File: src/rtl/video_timing_pkg.sv
// video_timing_pkg: standard raster mode constants and total-size helpers.
// Latency: none (constants and elaboration-time functions only).
// Backpressure: not applicable.
package video_timing_pkg;

    // 640x480 @ 60 Hz, 25.175 MHz nominal pixel clock
    localparam int VGA640_H_ACTIVE  = 640;
    localparam int VGA640_H_FP      = 16;
    localparam int VGA640_H_SYNC    = 96;
    localparam int VGA640_H_BP      = 48;
    localparam int VGA640_V_ACTIVE  = 480;
    localparam int VGA640_V_FP      = 10;
    localparam int VGA640_V_SYNC    = 2;
    localparam int VGA640_V_BP      = 33;

    // 800x600 @ 60 Hz, 40 MHz nominal pixel clock
    localparam int SVGA800_H_ACTIVE = 800;
    localparam int SVGA800_H_FP     = 40;
    localparam int SVGA800_H_SYNC   = 128;
    localparam int SVGA800_H_BP     = 88;
    localparam int SVGA800_V_ACTIVE = 600;
    localparam int SVGA800_V_FP     = 1;
    localparam int SVGA800_V_SYNC   = 4;
    localparam int SVGA800_V_BP     = 23;

    // Pixels per line including blanking.
    function automatic int h_total(input int active, input int fp, input int sync, input int bp);
        return active + fp + sync + bp;
    endfunction

    // Lines per frame including blanking.
    function automatic int v_total(input int active, input int fp, input int sync, input int bp);
        return active + fp + sync + bp;
    endfunction

endpackage

File: src/rtl/video_timing_gen_pix_clk_en_div.sv
// pix_clk_en_div: divides clk into a one-clk pixel tick every CLK_DIV enabled cycles.
// Latency: tick is combinational from the divider register; it is high in the cycle whose edge advances a pixel.
// Backpressure: none; enable low freezes the divider so counting resumes where it stopped.
module pix_clk_en_div #(
    parameter int CLK_DIV = 10
) (
    input  logic clk,
    input  logic rst_n,
    input  logic enable,
    output logic tick
);

    localparam int            DW       = (CLK_DIV > 1) ? $clog2(CLK_DIV) : 1;
    localparam logic [DW-1:0] DIV_LAST = DW'(CLK_DIV - 1);

    logic [DW-1:0] div;

    assign tick = enable && (div == DIV_LAST);

    // Divider counts enabled clocks and wraps on the tick; holds while disabled.
    always_ff @(posedge clk or negedge rst_n) begin
        if (!rst_n) begin
            div <= '0;
        end else if (tick) begin
            div <= '0;
        end else if (enable) begin
            div <= div + 1'b1;
        end
    end

endmodule

File: src/rtl/video_timing_gen.sv
// video_timing_gen: raster counters with registered sync/DE/coordinate/strobe decode.
// Latency: all raster outputs change on the pixel-tick edge; pix_en rises on the following edge.
// Backpressure: none; enable low freezes divider, counters and outputs. Option macro: VTG_FRAME_CNT_EN adds frame_cnt.
module video_timing_gen
    import video_timing_pkg::*;
#(
    parameter int H_ACTIVE   = VGA640_H_ACTIVE,
    parameter int H_FP       = VGA640_H_FP,
    parameter int H_SYNC     = VGA640_H_SYNC,
    parameter int H_BP       = VGA640_H_BP,
    parameter int V_ACTIVE   = VGA640_V_ACTIVE,
    parameter int V_FP       = VGA640_V_FP,
    parameter int V_SYNC     = VGA640_V_SYNC,
    parameter int V_BP       = VGA640_V_BP,
    parameter int CLK_DIV    = 10,
    parameter bit H_SYNC_POL = 1'b0,
    parameter bit V_SYNC_POL = 1'b0,
    parameter int CW         = 12
) (
    input  logic          clk,
    input  logic          rst_n,
    input  logic          enable,
    output logic          pix_en,
    output logic          hsync,
    output logic          vsync,
    output logic          de,
    output logic          blank,
    output logic          line_start,
    output logic          frame_start,
    output logic [CW-1:0] x,
    output logic [CW-1:0] y
`ifdef VTG_FRAME_CNT_EN
    ,
    output logic [15:0]   frame_cnt
`endif
);

    localparam int     H_TOTAL   = h_total(H_ACTIVE, H_FP, H_SYNC, H_BP);
    localparam int     V_TOTAL   = v_total(V_ACTIVE, V_FP, V_SYNC, V_BP);
    localparam int     MAX_TOTAL = (H_TOTAL > V_TOTAL) ? H_TOTAL : V_TOTAL;
    localparam longint CAPACITY  = longint'(1) << CW;

    localparam logic [CW-1:0] H_LAST   = CW'(H_TOTAL - 1);
    localparam logic [CW-1:0] V_LAST   = CW'(V_TOTAL - 1);
    localparam logic [CW-1:0] H_ACT    = CW'(H_ACTIVE);
    localparam logic [CW-1:0] V_ACT    = CW'(V_ACTIVE);
    localparam logic [CW-1:0] HS_FIRST = CW'(H_ACTIVE + H_FP);
    localparam logic [CW-1:0] HS_LAST  = CW'(H_ACTIVE + H_FP + H_SYNC - 1);
    localparam logic [CW-1:0] VS_FIRST = CW'(V_ACTIVE + V_FP);
    localparam logic [CW-1:0] VS_LAST  = CW'(V_ACTIVE + V_FP + V_SYNC - 1);

    if (CLK_DIV < 1 || H_ACTIVE < 1 || H_FP < 1 || H_SYNC < 1 || H_BP < 1 ||
        V_ACTIVE < 1 || V_FP < 1 || V_SYNC < 1 || V_BP < 1) begin : g_bad_timing
        $error("video_timing_gen: CLK_DIV and every timing parameter must be >= 1");
    end
    if (CAPACITY < longint'(MAX_TOTAL)) begin : g_bad_cw
        $error("video_timing_gen: CW too narrow for H_TOTAL/V_TOTAL");
    end

    logic          tick;
    logic          tick_q;
    logic [CW-1:0] h;
    logic [CW-1:0] v;
    logic [CW-1:0] h_nxt;
    logic [CW-1:0] v_nxt;
    logic          h_wrap;
    logic          de_nxt;
    logic          hs_act;
    logic          vs_act;

    pix_clk_en_div #(
        .CLK_DIV (CLK_DIV)
    ) u_div (
        .clk    (clk),
        .rst_n  (rst_n),
        .enable (enable),
        .tick   (tick)
    );

    // Next raster position and its decode; vertical only steps on the line wrap, so vsync moves only at x==0.
    always_comb begin
        h_wrap = (h == H_LAST);
        h_nxt  = h_wrap ? '0 : h + 1'b1;
        v_nxt  = v;
        if (h_wrap) begin
            v_nxt = (v == V_LAST) ? '0 : v + 1'b1;
        end
        de_nxt = (h_nxt < H_ACT) && (v_nxt < V_ACT);
        hs_act = (h_nxt >= HS_FIRST) && (h_nxt <= HS_LAST);
        vs_act = (v_nxt >= VS_FIRST) && (v_nxt <= VS_LAST);
    end

    // Counters start at the last position so the first tick lands on (0,0); outputs load from the new position.
    always_ff @(posedge clk or negedge rst_n) begin
        if (!rst_n) begin
            h           <= H_LAST;
            v           <= V_LAST;
            x           <= '0;
            y           <= '0;
            de          <= 1'b0;
            blank       <= 1'b1;
            hsync       <= ~H_SYNC_POL;
            vsync       <= ~V_SYNC_POL;
            line_start  <= 1'b0;
            frame_start <= 1'b0;
        end else if (tick) begin
            h           <= h_nxt;
            v           <= v_nxt;
            x           <= h_nxt;
            y           <= v_nxt;
            de          <= de_nxt;
            blank       <= ~de_nxt;
            hsync       <= hs_act ? H_SYNC_POL : ~H_SYNC_POL;
            vsync       <= vs_act ? V_SYNC_POL : ~V_SYNC_POL;
            line_start  <= (h_nxt == '0);
            frame_start <= (h_nxt == '0) && (v_nxt == '0);
        end
    end

    // pix_en marks the clk after an output update; forced low whenever enable is low.
    always_ff @(posedge clk or negedge rst_n) begin
        if (!rst_n) begin
            tick_q <= 1'b0;
            pix_en <= 1'b0;
        end else begin
            tick_q <= tick;
            pix_en <= tick_q && enable;
        end
    end

`ifdef VTG_FRAME_CNT_EN
    // Frame counter steps on every edge that loads frame_start high; wraps naturally at 16 bits.
    always_ff @(posedge clk or negedge rst_n) begin
        if (!rst_n) begin
            frame_cnt <= '0;
        end else if (tick && (h_nxt == '0) && (v_nxt == '0)) begin
            frame_cnt <= frame_cnt + 16'd1;
        end
    end
`endif

endmodule
File: config.mk
export PLATFORM = sky130hd
export DESIGN_NAME = video_timing_gen
export DESIGN_NICKNAME = d
export VERILOG_FILES = /design/src/rtl/video_timing_pkg.sv /design/src/rtl/video_timing_gen_pix_clk_en_div.sv /design/src/rtl/video_timing_gen.sv
export SDC_FILE = /design/constraint.sdc
export NUM_CORES = 1
export LEC_CHECK = 0
export ABC_AREA = 1
export CAP_MARGIN = 40
export CORE_UTILIZATION = 25
export DETAILED_ROUTE_END_ITERATION = 8
export MAX_ROUTING_LAYER = met4
export SLEW_MARGIN = 20
export SYNTH_ARGS = -nofsm -noshare
export SYNTH_HDL_FRONTEND = slang
export SYNTH_HIERARCHICAL = 1
export SYNTH_SLANG_ARGS = --single-unit
File: constraint.sdc
create_clock -name clk -period 2.6 [get_ports clk]
set_clock_uncertainty 0.1 [all_clocks]
set_input_delay 0.26 -clock clk [delete_from_list [all_inputs] [get_ports clk]]
set_output_delay 0.26 -clock clk [all_outputs]
set_load 0.01 [all_outputs]
# Word level (Yosys, flattened, before mapping)
# Index checks and enable logic that the tools add are counted.
op_classes:
  n_addsub: 3
  magnitude_cmp: 6
  eq_ne: 3
  n_mux: 7
  bitwise: 1
  reduce_logical: 9
ops:
  columns: ["operator", "count"]
  rows:
  - ["$mux 12", 3]
  - ["$add 12x1->12 const B", 2]
  - ["$eq 12x10->1 const B", 2]
  - ["$logic_not 12->1", 2]
  - ["$ge 12x10->1 const B", 1]
  - ["$ge 12x9->1 const B", 1]
  - ["$le 12x10->1 const B", 1]
  - ["$le 12x9->1 const B", 1]
  - ["$lt 12x10->1 const B", 1]
  - ["$lt 12x9->1 const B", 1]
  - ["$mux 4", 2]
  - ["$logic_and 1x1->1", 6]
  - ["$add 4x1->4 const B", 1]
  - ["$eq 4x4->1 const B", 1]
  - ["$mux 1", 2]
  - ["$reduce_bool 2->1", 1]
  - ["$not 1->1", 1]
totals:
  ff_bits: 60
  out_inout_bits: 31

# Depth between registers and ports, before layout
# Gate-level depths: netlist of the first run.
depth:
  word_depth: 6
  mapped_depth: 15
  ltp_nobuf: 15

# By module
# The synthesis of the first run kept the hierarchy.
by_module_without_submodules:
  columns: ["mod", "instances", "cells_each", "area_each_um2", "seq_area_each_um2"]
  rows:
  - ["video_timing_gen", 1, 413, 2821.5, 1067.3]
  - ["pix_clk_en_div", 1, 25, 215.2, 100.1]

# Worst setup path after synthesis of the first run
# Ideal clock, no wire load.
synth_path:
  path_kind: "flip-flop to flip-flop"
  from: "register h[1]"
  to: "register frame_start"
  setup_time_ns: 0.066
  arrival_time_ns: 1.759
  t_required_ns: 2.434
  path_slack_ns: 0.676
  stages_incl_launch_ff: 14
  period_less_slack_ns: 1.924
  cell_sequence: "dfstp_2 > ha_1 > nand2_4 > nor2_4 > nand3_2 > nor2_4 > buf_8 > nand2_2 > nand2_4 > nand2_2 > nor2_2 > nand2_1 > nand3b_1 > nand2_1"
synth_via:
  elab_chain_cells: 4
synth_lines:
  columns: ["element", "line_no", "source"]
  rows:
  - ["from (decl)", "video_timing_gen.sv:62", "logic [CW-1:0] h;"]
  - ["from (signal assigned)", "video_timing_gen.sv:107", "h <= h_nxt;"]
  - ["$add 12x1->12 / $eq 12x10->1 (equally long branches)", "video_timing_gen.sv:83, video_timing_gen.sv:82", null]
  - ["$mux 12 (on tied branches)", "video_timing_gen.sv:83, video_timing_gen.sv:85", null]
  - ["$logic_not 12->1", "video_timing_gen.sv:116", "frame_start <= (h_nxt == '0) && (v_nxt == '0);"]
  - ["$logic_and 1x1->1 (*)", "video_timing_gen.sv:116", null]
  - ["to (signal assigned)", "video_timing_gen.sv:116", null]
  - ["to (decl)", "video_timing_gen.sv:29", "output logic frame_start,"]
# Mark *: on every way between the ends. The rest lies on a longest branch, timed or not.
# A chain may end at the register's enable or synchronous reset.

# Final worst setup path of the first run
layout_path:
  from: "register h[1]"
  to: "register blank"
layout_via:
  elab_chain_cells: 5
layout_lines:
  columns: ["element", "line_no", "source"]
  rows:
  - ["$add 12x1->12 / $eq 12x10->1 (equally long branches)", "video_timing_gen.sv:83, video_timing_gen.sv:82", null]
  - ["$mux 12 (on tied branches)", "video_timing_gen.sv:83, video_timing_gen.sv:85", null]
  - ["$lt 12x10->1 / $lt 12x9->1 (equally long branches)", "video_timing_gen.sv:88", "de_nxt = (h_nxt < H_ACT) && (v_nxt < V_ACT);"]
  - ["$logic_and 1x1->1 (*)", "video_timing_gen.sv:88", null]
  - ["$not 1->1 (*)", "video_timing_gen.sv:112", "blank <= ~de_nxt;"]
  - ["to (signal assigned)", "video_timing_gen.sv:112", null]
  - ["to (decl)", "video_timing_gen.sv:27", "output logic blank,"]
# Marked as above.

==> out/results.tsv, run 1 <==
stage	metric	value	unit
sta	achievable frequency	0.428	GHz
pwr	maximum VDD drop	0.000326	V
yosys	register bit total from synthesis	46	
drt	routed vias/inst	4.61	
global_route	vias in the first global route	2665	
layout	antenna diode count	0	
cts	setup bufs post-CTS	0	
layout	share of layout cells above drive strength 1	12.3	%
worst_hold_path	hold endpoint	pix_en	
die	die height	112	µm
cts	Num CTS Buffers	5	
die	Die W	112	µm
placed_design	Placement Setup Slack	0.276	ns
setup_path	Most common cell on crit path	nand2_1	
sta	Setup Total Neg Slack	0	ns
yosys	top cells by count, synth	156 x nand2_1, 50 x nor2_1, 43 x inv_1, 33 x dfrtp_1, 29 x nand3_1	
layout	Area Overhead vs Synth	18.2	%
setup_path	reg2reg path depth	11	
die	I/O pin count	34	
outcome	failing checks	design-rule violations	
yosys	syn_area_per_cell	6.93	µm²
global_route	gr ovfl total	0	
die	Die Area	12600	µm²
placed_design	port bufs	33	
setup_path	Crit path largest cell delay	0.55	ns
drt	post-DR wirelength/cell	12.3	µm
placed_design	dpl cells	596	
cts	worst-skew pair later-pin latency	0.29	ns
setup_path	worst setup path category	flip-flop to flip-flop	
global_route	gr usage total	12.8	%
sta	Final setup viols	0	
setup_path	slowest CP cell	dfstp_2	
yosys	Synth async-reset ratio	100	%
cts	Post-CTS Resized	0	
layout	area of the multi-input gates	1550	µm²
setup_path	Required @ worst endpoint	2.74	ns
setup_path	Crit Reg-Reg Endpoint	blank	
die	Rows	39	
setup_path	CP Max Fanout	14	
cts	CTS root buffer	clkbuf_16	
sta	setup ws final	0.266	ns
drt	DRT iter0 DRCs	167	
global_route	initial antenna violation count	0	
setup_path	r2r startpoint	h[1]	
layout	Layout fillers	1240	
setup_path	WP data arrival	2.47	ns
worst_hold_path	Min-Delay Path Class	flip-flop to flip-flop	
yosys	share of the synthesized area in the top cell type	27.2	%
drt	Final ANT Viol Nets	0	
placed_design	Final GP Congestion	0.907	
outcome	outcome	finished, violations left	
yosys	Ys Warns	6	
cts	Clock Path Buffers	2	
worst_hold_path	Hold Path Origin	tick_q	
drt	Residual DRC	2	
pwr	pwr dens	879	nW/µm²
layout	FF+latch area	1170	µm²
yosys	Cell Area, Synth	3040	µm²
drt	vias	2787	
global_route	first-pass GRT wire length	12.6	mm
drt	Pre-Repair DR Iteration Count	7	
die	Starting Density	26.1	%
flow_run	MaxCap Viol Count	0	
setup_path	Crit. End Element	flip-flop	
cts	clock transition at the registers of the reported paths	0.07	ns
sta	Worst Tran Pin Value	0.585	ns
sta	Fin. Hold Viols	0	
cts	H-tree Lvls	2	
yosys	Synth area leader	dfrtp_1	
pwr	Leakage	0.00172	µW
yosys	Syn Inst Count	438	
sta	Slew headroom	61.0	%
global_route	largest net degree at the start of global routing	47	
pwr	Tot Pwr	3160	µW
sta	period utilization	89.8	%
sta	hold_ws	0.339	ns
sta	count of pins over their slew limit	0	
placed_design	DP Wirelength	5.62	mm
setup_path	Worst Setup Start Kind	flip-flop	
setup_path	WP buf/inv	0	
yosys	Synthesized Nets	447	
yosys	Primary FF master, synth	dfrtp_1	
setup_path	Reg2Reg Setup Slack	0.27	ns
sta	min Tclk post-route	2.33	ns
layout	Post-Layout Cell Count	605	
yosys	Seq/Total Area, Yosys	38.4	%
yosys	Post-synth EDFFs	0	
setup_path	Top delay family on crit path	simple AND/OR/NAND/NOR gates	
sta	unrepaired setup endpoints after global routing	false	
yosys	most common cell in the netlist	nand2_1	
die	Placeable Area	11600	µm²
drt	DRT Wirelength	7.46	mm
cts	clk sink count	46	
layout	layout net count	470	
cts	TritonCTS clock tree	done	
yosys	top area cells in the synthesized netlist	dfrtp_1 27%, nand2_1 19%, dfstp_2 11%, nor2_1 6.2%, inv_1 5.3%	
yosys	synth unique cells	30	
worst_hold_path	Hold Crit Depth	2	
setup_path	crit-path cells	ha_1 > nand2_4 > nor2_4 > nand3_2 > nor2_4 > o21ai_1 > nor3_2 > nand2_1 > nand3_1 > nand2_1 > nand2_1	
## sequential cells by signal, indices dropped and copies added (netlist names)
register     count
blank            1
de               1
frame_start      1
h                7
hsync            1
line_start       1
pix_en           1
tick_q           1
u_div/div        4
v                3
vsync            1
x               12
y               12
## worst max-delay path by stage
stage	startpoint	to	slack (ns)	cells past startpoint
floorplan	h[1]	frame_start	0.68	13
global placement	h[1]	frame_start	0.32	11
detailed placement	h[1]	blank	0.28	11
CTS	h[1]	blank	0.25	11
global route	h[1]	frame_start	0.05	11
finish	h[1]	blank	0.27	11
## power by group
group	total, µW	internal (µW)	leakage, µW	switching (µW)
clock	672	367	0.0000723	305
combinational	1220	528	0.00108	692
sequential	1260	1020	0.000567	243
## kinds of logic (layout without fill, tap and decap cells)
kind of cell               Yosys count  count (layout)  synth area share (%)
and+or+nand+nor                    279             279                  40.8
AOI/OAI and AO/OA                   31              31                  5.36
adders and majority gates            6               6                  2.47
DFF                                 46              46                  38.4
buffers and inverters               68              92                  10.6
xor gates and xnor gates             8               8                  2.31
## metal layers
metal | global-route usage (%) | up-vias | wire (µm)
met5 | - | - | 0
met4 | 5.51 | 0 | 185
met3 | 2.00 | 18 | 386
met2 | 18.7 | 96 | 3290
met1 | 17.5 | 1257 | 3600
li1 | - | 1416 | -
## tightest hold or removal path, stage by stage, from the launching register on
cell and delay [ns]:
dfrtp_1 0.32, nand2_1 0.05, inv_1 0.04
## metrics by stage
step	util, %	area, µm²
floorplan	-	3040
global placement	29.5	3430
detailed placement	29.5	3430
CTS	30.9	3590
global route	30.9	3590
finish	30.9	3590
## placed cells by master, fill, tap and decap left out, drive strengths merged
cell and count:
clkdlybuf4s50 32, clkinvlp 1, xnor2 1, inv 47, o21ai 28, dlygate4sd3 1
nor2 61, dfstp 13, nand2 165, nand3b 1, nand3 31, buf 6
or2 2, nand4 16, clkbuf 5, ha 6, xor2 7, nor3 3
dfrtp 33, a21oi 3
## layout make-up
| type | instances | area share, % |
|---|---|---|
| multi-input cells | 324 | 43.1 |
| flip-flops and latches | 46 | 32.5 |
| repair buffers | 39 | 10.4 |
| well taps | 143 | 4.99 |
| inverters | 45 | 4.71 |
| clock buffers | 5 | 3.49 |
| clock inverters | 3 | 0.767 |
## repair_timing
action	in CTS	in global routing
hold buffers	1	0
setup endpoints to repair	0	0
hold endpoints to repair	33	0
(Power assumes the default switching activity.)
==> run 2: changes to the inputs <==
--- a/config.mk
+++ b/config.mk
@@ -9,7 +9,9 @@
 export CAP_MARGIN = 40
 export CORE_UTILIZATION = 25
 export DETAILED_ROUTE_END_ITERATION = 8
+export GPL_TIMING_DRIVEN = 0
 export MAX_ROUTING_LAYER = met4
+export PLACE_DENSITY_LB_ADDON = 0.12
 export SLEW_MARGIN = 20
 export SYNTH_ARGS = -nofsm -noshare
 export SYNTH_HDL_FRONTEND = slang
==> out/results.tsv, run 2 (synthesis gave the netlist of run 1 again) <==
stage	metric	value	unit	change
outcome	outcome	finished, violations left		
outcome	failing checks	design-rule violations		
sta	unrepaired setup endpoints after global routing	false		
global_route	met1 Resource Use GR	18.3	%	+0.88 points
pwr	Leakage	0.00181	µW	+5.2%
cts	Num CTS Buffers	5		unchanged
pwr	Internal	1990	µW	+4.1%
drt	Residual DRC	4		+2
layout	layout net count	487		+3.6%
sta	Worst Tran Pin Value	0.617	ns	+0.0321 ns
pwr	Psw	1230	µW	-1.2%
layout	Core Util, Final	32.0	%	+1.1 points
sta	Final setup viols	0		unchanged
setup_path	Worst Setup Start Kind	input port		
sta	min Tclk post-route	2.32	ns	-0.0118 ns
cts	clk sink count	46		unchanged
sta	hold_ws	0.343	ns	+0.00396 ns
sta	count of pins over their slew limit	0		unchanged
setup_path	CP Max Fanout	14		unchanged
die	Die W	112	µm	unchanged
die	Starting Density	26.1	%	unchanged
global_route	largest net degree at the start of global routing	47		unchanged
global_route	M3 GR Usage	2.00	%	unchanged
global_route	GR peak layer	met2		
die	die height	112	µm	unchanged
placed_design	Final GP Congestion	0.856		-5.7%
sta	Fin. Hold Viols	0		unchanged
global_route	gr usage total	14.6	%	+1.8 points
setup_path	Critical Path End	x[0]		
layout	share of layout cells above drive strength 1	14.6	%	+2.3 points
setup_path	Required @ worst endpoint	2.67	ns	-0.07 ns
setup_path	slowest CP cell	clkdlybuf4s50_1		
global_route	vias in the first global route	2842		+6.6%
cts	setup bufs post-CTS	0		unchanged
placed_design	port bufs	33		unchanged
layout	commonest non-fill, non-tap cell in the layout	nand2_1		
drt	Pre-Repair DR Iteration Count	6		-1
setup_path	r2r startpoint	h[1]		
pwr	clock share of power	21.5	%	+0.2 points
pwr	Tot Pwr	3220	µW	+2.0%
global_route	routing usage on met2	25.1	%	+6.5 points
placed_design	DP Wirelength	6.20	mm	+10%
sta	achievable frequency	0.431	GHz	+0.51%
setup_path	Reg2Reg Setup Slack	0.29	ns	+0.02 ns
worst_hold_path	Min-Delay Path Class	flip-flop to flip-flop		
drt	vias	2800		+0.47%
global_route	gr ovfl total	0		unchanged
die	Die Area	12600	µm²	unchanged
setup_path	Crit Reg-Reg Endpoint	de		
cts	Clock Path Buffers	2		unchanged
setup_path	WP data arrival	2.40	ns	-0.07 ns
sta	Slew headroom	58.9	%	-2.1 points
drt	Final ANT Viol Nets	0		unchanged
setup_path	reg2reg path depth	12		+1
setup_path	worst setup path category	input port to flip-flop		
setup_path	Crit. End Element	flip-flop		
layout	most frequent cells in the layout	156 x nand2_1, 50 x nor2_1, 43 x inv_1		
placed_design	placed inst area	3540	µm²	+3.4%
sta	period utilization	89.3	%	-0.45 points
setup_path	crit-path cells	clkdlybuf4s50_1 > nand4_1 > inv_1 > inv_1 > clkbuf_1 > clkbuf_2 > nand2_1 > nand2_1		
pwr	switching fraction of total power	38.1	%	-1.2 points
layout	fin area	3720	µm²	+3.7%
cts	TritonCTS clock tree	done		
pwr	combinational fraction of design power	39.2	%	+0.6 points
flow_run	MaxCap Viol Count	0		unchanged
sta	Setup Total Neg Slack	0	ns	unchanged
global_route	initial antenna violation count	0		unchanged
cts	H-tree Lvls	2		unchanged
setup_path	CP startpoint	enable		
cts	CTS root buffer	clkbuf_16		
cts	clock transition at the registers of the reported paths	0.07	ns	about the same
cts	worst-skew pair later-pin latency	0.29	ns	about the same
drt	routed vias/inst	4.50		-2.3%
die	I/O pin count	34		unchanged
drt	DRT Wirelength	8.32	mm	+11%
global_route	first-pass GRT wire length	14.3	mm	+13%
layout	Area Overhead vs Synth	22.5	%	
layout	antenna diode count	0		unchanged
setup_path	Crit path largest cell delay	0.63	ns	+0.08 ns
die	Rows	39		unchanged
pwr	pwr dens	865	nW/µm²	-1.6%
worst_hold_path	Hold Path Origin	tick_q		
drt	DRT iter0 DRCs	121		-28%
pwr	sequential power share	39.2	%	-0.8 points
drt	post-DR wirelength/cell	13.4	µm	+8.4%
die	Placeable Area	11600	µm²	unchanged
layout	Largest regs	x (12), y (12), h (7)		
pwr	maximum VDD drop	0.000453	V	+39%
-- run 2: changes by cell type in the layout (fill, tap and decap cells not counted), sizes merged --
cell      delta
clkinv       +1
clkbuf       +6
buf         +13
inv          -2
clkinvlp     -1
-- run 2: per-stage QoR --
stage / std cells / worst slack, ns
after floorplan: 438 / 0.676
after global placement: 614 / -0.393
after detailed placement: 614 / -0.398
after CTS: 622 / 0.212
after global routing: 622 / 0.0743
final: 622 / 0.277
-- run 2: layout make-up --
| class | count | area [µm²] |
|---|---|---|
| plain buffers | 22 | 150 |
| clock buffers | 7 | 153 |
| clock inverters | 1 | 8.76 |
| fillers | 1289 | 7890 |
| inverters | 45 | 169 |
| multi-input cells | 324 | 1560 |
| flip-flops and latches | 46 | 1170 |
| well taps | 143 | 179 |
| repair buffers | 34 | 338 |
-- run 2: worst max-delay path: cells and delay by family --
| family | cells | cell delay, ns |
|---|---|---|
| buf+inv | 5 | 1.81 |
| simple gates | 3 | 0.31 |
-- run 2: how the worst min path moves through the flow --
stage | to | slack (ns) | depth (start not counted)
after floorplan | de | -0.14 | 0
after global placement | pix_en | 0.33 | 2
after detailed placement | y[8] | 0.23 | 1
after CTS | pix_en | 0.35 | 2
after global routing | pix_en | 0.37 | 2
final | pix_en | 0.34 | 2
-- run 2: repair_timing --
item / 4_1_cts / 5_1_grt
hold buffers: 1 / 0
hold endpoints to repair: 33 / 0
gates resized for setup: 1 / 1
setup endpoints to repair: 10 / 1
-- run 2: power by group through the flow --
stage | logic, µW | registers [µW] | clock network, µW
6_report | 1260 | 1260 | 693
5_1_grt | 1430 | 1310 | 747
4_1_cts | 1270 | 1270 | 716
3_5_place_dp | 1260 | 1280 | 0
3_3_place_gp | 1260 | 1280 | 0
2_1_floorplan | 784 | 1260 | 0
-- run 2: per-layer routing --
layer  share of wire [%]  up-vias
li1                    -     1442
met1                  48     1317
met2                  50       39
met3                 2.1        2
met4                0.43        0
met5                   0        -
==> run 3: changes to the inputs <==
--- a/config.mk
+++ b/config.mk
@@ -6,7 +6,6 @@
 export NUM_CORES = 1
 export LEC_CHECK = 0
 export ABC_AREA = 1
-export CAP_MARGIN = 40
 export CORE_UTILIZATION = 25
 export DETAILED_ROUTE_END_ITERATION = 8
 export GPL_TIMING_DRIVEN = 0
==> results of run 3 <==
Same layout as run 2: the final DEF is identical, and so are final timing and power.
